`src/rtl/tap_seq_ctrl.sv`:
```
// Tap-tempo sequencer: measures tap intervals, averages the last N_AVG and drives per2bpm.
// Latency: press to btn_per_valid_o is 2 cycles (capture, REQ); bpm_update_o 1 cycle after bpm_valid_i.
// Backpressure: one request outstanding; presses during a request coalesce into one follow-up.
module tap_seq_ctrl #(
  parameter int N_AVG      = 4,
  parameter int PER_W      = 24,
  parameter int TIMEOUT_TP = 9766
) (
  input  logic             clk_i,
  input  logic             rst_i,
  input  logic             tp_i,
  input  logic             btn_press_i,
  output logic [PER_W-1:0] btn_per_o,
  output logic             btn_per_valid_o,
  input  logic [7:0]       bpm_i,
  input  logic             bpm_valid_i,
  output logic [7:0]       bpm_o,
  output logic             bpm_update_o,
  output logic             active_o
);

  localparam int SHIFT = $clog2(N_AVG);
  localparam int PTR_W = (N_AVG > 1) ? $clog2(N_AVG) : 1;
  localparam int SUM_W = PER_W + SHIFT;
  localparam logic [PER_W-1:0] TMO_CNT  = PER_W'(TIMEOUT_TP);
  localparam logic [PTR_W-1:0] PTR_LAST = PTR_W'(N_AVG - 1);

  typedef enum logic [1:0] {
    S_IDLE,
    S_MEASURE,
    S_REQ,
    S_WAIT
  } state_t;

  state_t           state;
  logic [PER_W-1:0] cnt;
  logic [PER_W-1:0] ring [N_AVG];
  logic [PTR_W-1:0] ptr;
  logic             ring_empty;
  logic             pend;
  logic             tmo;

  logic             tmo_hit;
  logic             rec_press;
  logic             pend_nxt;
  logic             tmo_nxt;
  logic [SUM_W-1:0] sum;
  logic [PER_W-1:0] avg;

  // Press bookkeeping shared by the counter, ring and FSM; a press also cancels a pending timeout.
  always_comb begin
    tmo_hit   = (cnt == TMO_CNT);
    rec_press = btn_press_i && (state != S_IDLE);
    pend_nxt  = pend | btn_press_i;
    tmo_nxt   = btn_press_i ? 1'b0 : (tmo | tmo_hit);
  end

  // Running average of the ring, truncated.
  always_comb begin
    sum = '0;
    for (int i = 0; i < N_AVG; i++) begin
      sum = sum + SUM_W'(ring[i]);
    end
    avg = PER_W'(sum >> SHIFT);
  end

  // Interval counter: counts timepulses, saturates at the timeout, restarts on a press.
  always_ff @(posedge clk_i) begin
    if (rst_i) begin
      cnt <= '0;
    end else if (btn_press_i) begin
      cnt <= tp_i ? PER_W'(1) : '0;
    end else if (tp_i && (cnt != TMO_CNT)) begin
      cnt <= cnt + PER_W'(1);
    end
  end

  // Interval ring: the first interval of a sequence fills every slot, later ones replace the oldest.
  always_ff @(posedge clk_i) begin
    if (rst_i) begin
      ptr        <= '0;
      ring_empty <= 1'b1;
      for (int i = 0; i < N_AVG; i++) begin
        ring[i] <= '0;
      end
    end else if ((state == S_IDLE) && btn_press_i) begin
      ring_empty <= 1'b1;
    end else if (rec_press) begin
      if (ring_empty) begin
        ring_empty <= 1'b0;
        for (int i = 0; i < N_AVG; i++) begin
          ring[i] <= cnt;
        end
      end else begin
        ring[ptr] <= cnt;
        ptr       <= (ptr == PTR_LAST) ? '0 : ptr + PTR_W'(1);
      end
    end
  end

  // Sequence FSM with registered request, display and activity outputs.
  always_ff @(posedge clk_i) begin
    if (rst_i) begin
      state           <= S_IDLE;
      pend            <= 1'b0;
      tmo             <= 1'b0;
      btn_per_o       <= '0;
      btn_per_valid_o <= 1'b0;
      bpm_o           <= '0;
      bpm_update_o    <= 1'b0;
      active_o        <= 1'b0;
    end else begin
      btn_per_valid_o <= 1'b0;
      bpm_update_o    <= 1'b0;
      case (state)
        S_IDLE: begin
          pend <= 1'b0;
          tmo  <= 1'b0;
          if (btn_press_i) begin
            state    <= S_MEASURE;
            active_o <= 1'b1;
          end
        end
        S_MEASURE: begin
          if (btn_press_i) begin
            state <= S_REQ;
          end else if (tmo_hit) begin
            state    <= S_IDLE;
            active_o <= 1'b0;
          end
        end
        S_REQ: begin
          btn_per_o       <= avg;
          btn_per_valid_o <= 1'b1;
          state           <= S_WAIT;
          pend            <= btn_press_i;
          tmo             <= tmo_nxt;
        end
        S_WAIT: begin
          if (bpm_valid_i) begin
            bpm_o        <= bpm_i;
            bpm_update_o <= 1'b1;
            pend         <= 1'b0;
            if (pend_nxt) begin
              state <= S_REQ;
              tmo   <= tmo_nxt;
            end else if (tmo_nxt) begin
              state    <= S_IDLE;
              active_o <= 1'b0;
              tmo      <= 1'b0;
            end else begin
              state <= S_MEASURE;
              tmo   <= 1'b0;
            end
          end else begin
            pend <= pend_nxt;
            tmo  <= tmo_nxt;
          end
        end
        default: state <= S_IDLE;
      endcase
    end
  end

endmodule

```
`config.mk`:
```
export PLATFORM = sky130hd
export DESIGN_NAME = tap_seq_ctrl
export DESIGN_NICKNAME = d
export VERILOG_FILES = /design/src/rtl/tap_seq_ctrl.sv
export SDC_FILE = /design/constraint.sdc
export NUM_CORES = 1
export LEC_CHECK = 0
export ABC_CLOCK_PERIOD_IN_PS = 7600
export CAP_MARGIN = 20
export CORE_ASPECT_RATIO = 1.5
export CORE_MARGIN = 4
export CORE_UTILIZATION = 40
export CTS_BUF_LIST = sky130_fd_sc_hd__clkbuf_2 sky130_fd_sc_hd__clkbuf_4 sky130_fd_sc_hd__clkbuf_8
export CTS_CLUSTER_DIAMETER = 60
export DETAILED_ROUTE_END_ITERATION = 6
export DONT_BUFFER_PORTS = 1
export SYNTH_ARGS = -nofsm -noshare
export SYNTH_HDL_FRONTEND = slang
export SYNTH_SLANG_ARGS = --single-unit
```
`constraint.sdc`:
```
create_clock -name clk_i -period 7.6 [get_ports clk_i]
set_clock_uncertainty 0.2 [all_clocks]
set_input_delay 1.52 -clock clk_i [delete_from_list [all_inputs] [get_ports clk_i]]
set_output_delay 1.52 -clock clk_i [all_outputs]
set_load 0.005 [all_outputs]
```
==> results of run 1 <==
## cells by family (layout without fill, tap and decap cells)
logic type	after synthesis	count (layout)	synth area share [%]
AOI/OAI and AO/OA	134	134	10.19
xor gates and xnor gates	26	26	2.500
adders and majority gates	77	77	14.53
buffers and inverters	177	177	7.858
DFF	162	162	46.16
and+or+nand+nor	313	313	18.75
## worst max-delay path, stage by stage, from the launching register on
cell       delay [ns]
edfxtp_1         0.33
inv_1            0.05
fa_1             0.53
inv_1            0.05
fa_1             0.52
nand3b_1         0.10
fa_1             0.39
and2b_1          0.25
o2111ai_1        0.18
a31oi_2          0.37
o211ai_2         0.19
or4_1            0.50
o211ai_1         0.09
## final cells by class
cell class                      count  area [um2]
Clock buffer                       17       234.0
Clock inverter                     15       186.4
Fill cell                        2074       12610
Inverter                          138       518.0
Multi-Input combinational cell    550        4233
Sequential cell                   162        4204
Tap cell                          276       345.3
Timing Repair Buffer                7       52.55
## registers in the layout (all words and copies together), names as in the netlist, 2 cells and up
register / cells
ring: 96
btn_per_o: 24
bpm_o: 8
state: 2
ptr: 2
cnt: 24
## through the flow
| step | cell area, um2 | util, % | hold WS, ns | cells |
|---|---|---|---|---|
| after floorplan | 9107 | - | 0.2482 | 889 |
| after global placement | 9353 | 41.79 | 0.2529 | 1133 |
| after detailed placement | 9353 | 41.79 | 0.2611 | 1133 |
| final | 9773 | 43.66 | 0.2676 | 1165 |
| after CTS | 9773 | 43.66 | 0.2742 | 1165 |
| after global routing | 9773 | 43.66 | 0.2980 | 1165 |
## layer usage
layer	GRT usage, %	part of all wire (%)	up-vias
li1	-	-	2958
met1	18.62	43	2878
met2	28.33	51	107
met3	3.104	3.6	26
met4	6.427	2.6	0
met5	0	0	-
## final timing paths
kind                 startpoint       endpoint  depth (start not counted)
setup / recovery     ring[3][1]  btn_per_o[17]                         12
hold / removal    btn_per_o[10]  btn_per_o[10]                          2
setup reg to reg     ring[3][1]  btn_per_o[17]                         12
hold reg to reg   btn_per_o[10]  btn_per_o[10]                          2
## cell usage after synthesis (4+ instances only)
| cell type | instances | area share, % |
|---|---|---|
| a211o_1 | 4 | 0.38 |
| o21a_1 | 9 | 0.74 |
| o31ai_1 | 5 | 0.41 |
| clkbuf_1 | 24 | 0.99 |
| nand3_1 | 20 | 1.1 |
| nor2_1 | 57 | 2.3 |
| a21oi_1 | 38 | 2.1 |
| nand4_1 | 9 | 0.62 |
| and3_1 | 5 | 0.34 |
| dfxtp_1 | 66 | 15 |
| o21ai_0 | 22 | 1.2 |
| o2111ai_1 | 5 | 0.48 |
| fa_1 | 48 | 11 |
| buf_2 | 5 | 0.27 |
| o211ai_1 | 5 | 0.41 |
| and2_1 | 85 | 5.8 |
| edfxtp_1 | 96 | 32 |
| ha_1 | 29 | 4.0 |
| a211oi_1 | 6 | 0.49 |
| a21o_1 | 11 | 0.91 |
| nor3_1 | 17 | 0.93 |
| or3_1 | 5 | 0.34 |
| xnor2_1 | 18 | 1.7 |
| buf_4 | 5 | 0.41 |
| nand3b_1 | 4 | 0.33 |
| and2_2 | 4 | 0.33 |
| inv_1 | 138 | 5.7 |
| xor2_1 | 8 | 0.77 |
| nand2_1 | 62 | 2.6 |
| nor4_1 | 13 | 0.89 |
## report_power, final
part	total [mW]	internal (mW)	leakage, nW	switching (mW)
logic	0.530	0.197	2.14	0.332
registers	1.00	0.977	1.55	0.0258
clock network	0.684	0.309	0.217	0.374
total	2.22	1.48	3.91	0.733
==> summary.md, run 1 <==
| Metric | Value |
|---|---|
| Slew HR | `roughly a third` |
| Num CTS Buffers | `17` |
| Register bit total from synthesis | `162` |
| Final WL | `19,030 um` |
| Initial drt markers | `just under 200` |
| WP data required | `7.80 ns` |
| Final hold vios | `0` |
| Hold-fix buffers, CTS | `0` |
| RSZ-0062 raised after global routing | `no` |
| Worst hold-check path type | `reg -> reg` |
| Actual slew at the worst max-slew pin | `0.9909 ns` |
| CTS max path bufs | `2` |
| Clk slew on worst S/H paths | `0.10 ns` |
| Predominant post-synthesis flop cell | `edfxtp_1` |
| Setup WS post-layout | `between 3 and 4 ns` |
| Mapped Cells | `889` |
| Cell Area, Synth | `9107 um2` |
| Crit-path max FO | `6` |
| Element type at the critical path end | `flip-flop` |
| Full die area | `25,300 um2` |
| WL/cell | `16.33 um` |
| Pwr dens | `226.8 nW/um2` |
| Vias in the first global route | `6,061` |
| Standard-cell row count | `67` |
| Synth warnings | `0` |
| Diode count | `0` |
| Dpl ws | `3.761 ns` |
| H-tree depth | `4` |
| Final Cycle Share | `50.29%` |
| CP Launch Type | `flip-flop` |
| Postcts setup bufs | `0` |
| R2R Setup Slk | `3.78 ns` |
| Post-Route Setup TNS | `0 ns` |
| Ports | `48` |
| Crit Path Class | `reg -> reg` |
| Leak | `3.908 nW` |
| Cell variety after synth | `76` |
| Final nets | `966` |
| Post-synth ARST share | `0%` |
| Largest net degree at the start of global routing | `45` |
| Max_cap viols | `0` |
| CTS tree | `built` |
| Run status | `finished clean` |
| Drt pass-1 iters | `5` |
| Routed Antenna Nets | `0` |
| Highest-count cells in the layout ignoring fill and taps | `inv_1, edfxtp_1, and2_1` |
| Post-CTS sizing | `0` |
| Core Area | `approximately 22,000 um2` |
| Final setup vio count | `0` |
| Pwr Total | `2.216 mW` |
| Post-DP HPWL | `13,510 um` |
| Die height | `192.8 um` |
| Maximum operating frequency | `0.2617 GHz` |
| Post-Syn Nets | `~980` |
| Fraction of layout cells with a size suffix above 1 | `7.424%` |
| DR vias/cell | `between 5 and 6` |
| Grt ovf | `0` |
| Arr. time, crit path | `around 4.0 ns` |
| GP Congestion | `0.8175` |
| Initial antenna violation count | `0` |
| Root Driver | `clkbuf_8` |
| Slew Viols, Final | `0` |
| DR vias | `5,969` |
| Initial Utilization | `40.69%` |
| Clock sinks | `162` |
| Count of input and output buffers | `0` |
| GR Util All Layers | `15.79%` |
| Chip width | `approximately 130 um` |
| Clk_lat worst skew | `0.48 ns` |
| Peak supply drop | `about 0.12 mV` |
| Sequential element share of the synthesized area | `between 40% and 50%` |
| Most common library cell in the layout ignoring fill and taps | `inv_1` |
| Post-layout minimum cycle time | `3.822 ns` |
| First-pass GRT wire length | `31,460 um` |
| Residual DRC count | `0` |
| Post-synth EDFFs | `96` |
| P&R area growth vs syn | `7.309%` |
| Mapped Avg Cell Area | `10.24 um2` |
Note: power is estimated with default switching activity, not from simulation.
==> run 2: changes to the inputs <==
- ABC_CLOCK_PERIOD_IN_PS: 7600 -> 3800
- clock period: 7.6 -> 3.8 ns (I/O delays scaled with it)
==> summary.md, run 2 (synthesized netlist as in run 1, its figures left out) <==
| Metric | Value |
|---|---|
| First-pass GRT wire length | `31,680 um (+0.72%)` |
| HP Start | `rst_i` |
| Placed Area | `9420 um2 (+0.72%)` |
| RSZ-0062 raised after global routing | `no` |
| Final setup vio count | `0 (unchanged)` |
| Chip width | `131.2 um (unchanged)` |
| Post-DP HPWL | `13,620 um (+0.81%)` |
| Highest-count cells in the layout ignoring fill and taps | `inv_1, edfxtp_1, and2_1` |
| Crit. Startpoint | `ring[3][1]` |
| GR Util All Layers | `15.91% (+0.13 points)` |
| Crit path buf inv count | `2 (unchanged)` |
| CP max-delay cell | `fa_1` |
| Arr. time, crit path | `3.82 ns (-0.20 ns)` |
| GP Congestion | `0.8143 (-0.39%)` |
| CP delay by family, top | `adder cells` |
| Element type at the critical path end | `flip-flop` |
| Slew HR | `47.12% (+13 points)` |
| Leak | `3.951 nW (+1.1%)` |
| Max reg flops | `96 (unchanged)` |
| Pwr dens | `444.0 nW/um2 (+96%)` |
| Clk_lat worst skew | `0.47 ns (about the same)` |
| Final instance area | `9857 um2 (+0.86%)` |
| Seq. cell area | `4204 um2 (unchanged)` |
| Crit Path Class | `reg -> reg` |
| Actual slew at the worst max-slew pin | `0.7880 ns (-0.2029 ns)` |
| Maximum operating frequency | `0.2760 GHz (+5.5%)` |
| Peak supply drop | `0.2208 mV (+79%)` |
| Die height | `192.8 um (unchanged)` |
| Final nets | `979 (+1.3%)` |
| Multi-input logic area | `4252 um2 (+0.44%)` |
| CP Launch Type | `flip-flop` |
| Clk slew on worst S/H paths | `0.09 ns (about the same)` |
| Most common library cell in the layout ignoring fill and taps | `inv_1` |
| Initial drt markers | `214 (+8.1%)` |
| Setup WS post-layout | `0.1762 ns (-3.602 ns)` |
| CP cell instances | `inv_1 -> fa_1 -> inv_1 -> fa_1 -> nand3b_1 -> fa_2 -> and2b_2 -> o2111ai_2 -> a31oi_4 -> o211ai_4 -> or4_1 -> o211ai_1` |
| Count of input and output buffers | `0 (unchanged)` |
| Core Area | `22,380 um2 (unchanged)` |
| Num CTS Buffers | `17 (unchanged)` |
| Initial antenna violation count | `0 (unchanged)` |
| Post-Route Setup TNS | `0 ns (unchanged)` |
| Final WL | `19,150 um (+0.63%)` |
| Diode count | `0 (unchanged)` |
| Root Driver | `clkbuf_8` |
| DR vias | `5,978 (+0.15%)` |
| H-tree depth | `4 (unchanged)` |
| Hold-fix buffers, CTS | `0 (unchanged)` |
| Standard-cell row count | `67 (unchanged)` |
| Post-layout minimum cycle time | `3.624 ns (-0.1981 ns)` |
| Routed Antenna Nets | `0 (unchanged)` |
| WL/cell | `16.25 um (-0.49%)` |
| Largest registers | `ring (96), btn_per_o (24), cnt (24)` |
| Fillcell total | `2,112 (+1.8%)` |
| DR vias/cell | `5.075 (-0.95%)` |
| Final Cycle Share | `95.36% (+45 points)` |
| Max_cap viols | `0 (unchanged)` |
| Slew Viols, Final | `0 (unchanged)` |
| Drt pass-1 iters | `5 (unchanged)` |
| Largest net degree at the start of global routing | `45 (unchanged)` |
| Clock sinks | `162 (unchanged)` |
| Fraction of layout cells with a size suffix above 1 | `9.202% (+1.8 points)` |
| Worst hold-check path type | `in -> reg` |
| Grt ovf | `0 (unchanged)` |
| Ports | `48 (unchanged)` |
| Delay of the slowest cell on the worst path | `0.53 ns (about the same)` |
| Vias in the first global route | `6,138 (+1.3%)` |
| Initial Utilization | `40.69% (unchanged)` |
| Top reg by flops | `ring` |
| WP data required | `4.00 ns (-3.80 ns)` |
| Final hold vios | `0 (unchanged)` |
| P&R area growth vs syn | `8.229%` |
| Crit-path max FO | `6 (unchanged)` |
| Full die area | `25,300 um2 (unchanged)` |
| Dpl ws | `0.01852 ns (-3.742 ns)` |
| CTS tree | `built` |
| Reg2reg start | `ring[3][1]` |
| Residual DRC count | `0 (unchanged)` |
| Run status | `finished clean` |
| CTS max path bufs | `2 (unchanged)` |
[run 2: per-stage QoR]
step	total power [mW]	utilization, %	hold WS, ns	cells
2_1_floorplan	2.852	-	0.2482	889
3_3_place_gp	3.112	42.09	0.2538	1144
3_5_place_dp	3.123	42.09	0.2612	1144
4_1_cts	4.401	43.82	0.1081	1176
5_1_grt	4.637	44.04	0.1169	1178
6_report	4.377	44.04	0.1533	1178
[run 2: path summary, 6_finish.rpt]
check / end / slack [ns] / cells past startpoint
setup / recovery: btn_per_o[17] / 0.18 / 12
hold / removal: btn_per_o[13] / 0.15 / 1
setup reg to reg: btn_per_o[17] / 0.18 / 12
hold reg to reg: btn_per_o[10] / 0.27 / 2
[run 2: power by group]
group / internal (mW) / switching, mW / total (mW)
clock: 0.557 / 0.716 / 1.27
combinational: 0.415 / 0.686 / 1.10
sequential: 1.95 / 0.0503 / 2.00
total: 2.92 / 1.45 / 4.38
[run 2: final cells by class]
class	instances	area share (%)
clock inverters	14	1.422
inverters	138	5.255
flip-flops and latches	162	42.65
well taps	276	3.503
multi-input cells	550	43.13
clock buffers	18	2.513
repair buffers	20	1.523
[run 2: metal layers]
layer	vias to the layer above	share of wire (%)	global-route usage, %
met2	97	52	29.03
met4	0	2.2	5.780
met1	2865	43	18.46
met3	29	3.3	3.443
met5	-	0	0
li1	2987	-	-
[run 2: worst register-to-register path: cells and delay by family (launching register included)]
| kind | cells | cell delay [ns] |
|---|---|---|
| buffers and inverters | 2 | 0.10 |
| AOI/OAI and AO/OA | 4 | 0.70 |
| and+or+nand+nor | 3 | 0.83 |
| DFF | 1 | 0.33 |
| adders and majority gates | 3 | 1.40 |
[run 2: timing repair]
action	in CTS	in global routing
pin swaps	1	3
gates resized for setup	0	6
setup buffers	0	2
setup endpoints to repair	1	5
==> run 3: changes to the inputs <==
- SLEW_MARGIN: default -> 20
==> results of run 3 <==
Same layout as run 2: the final DEF is identical, and so are final timing and power.
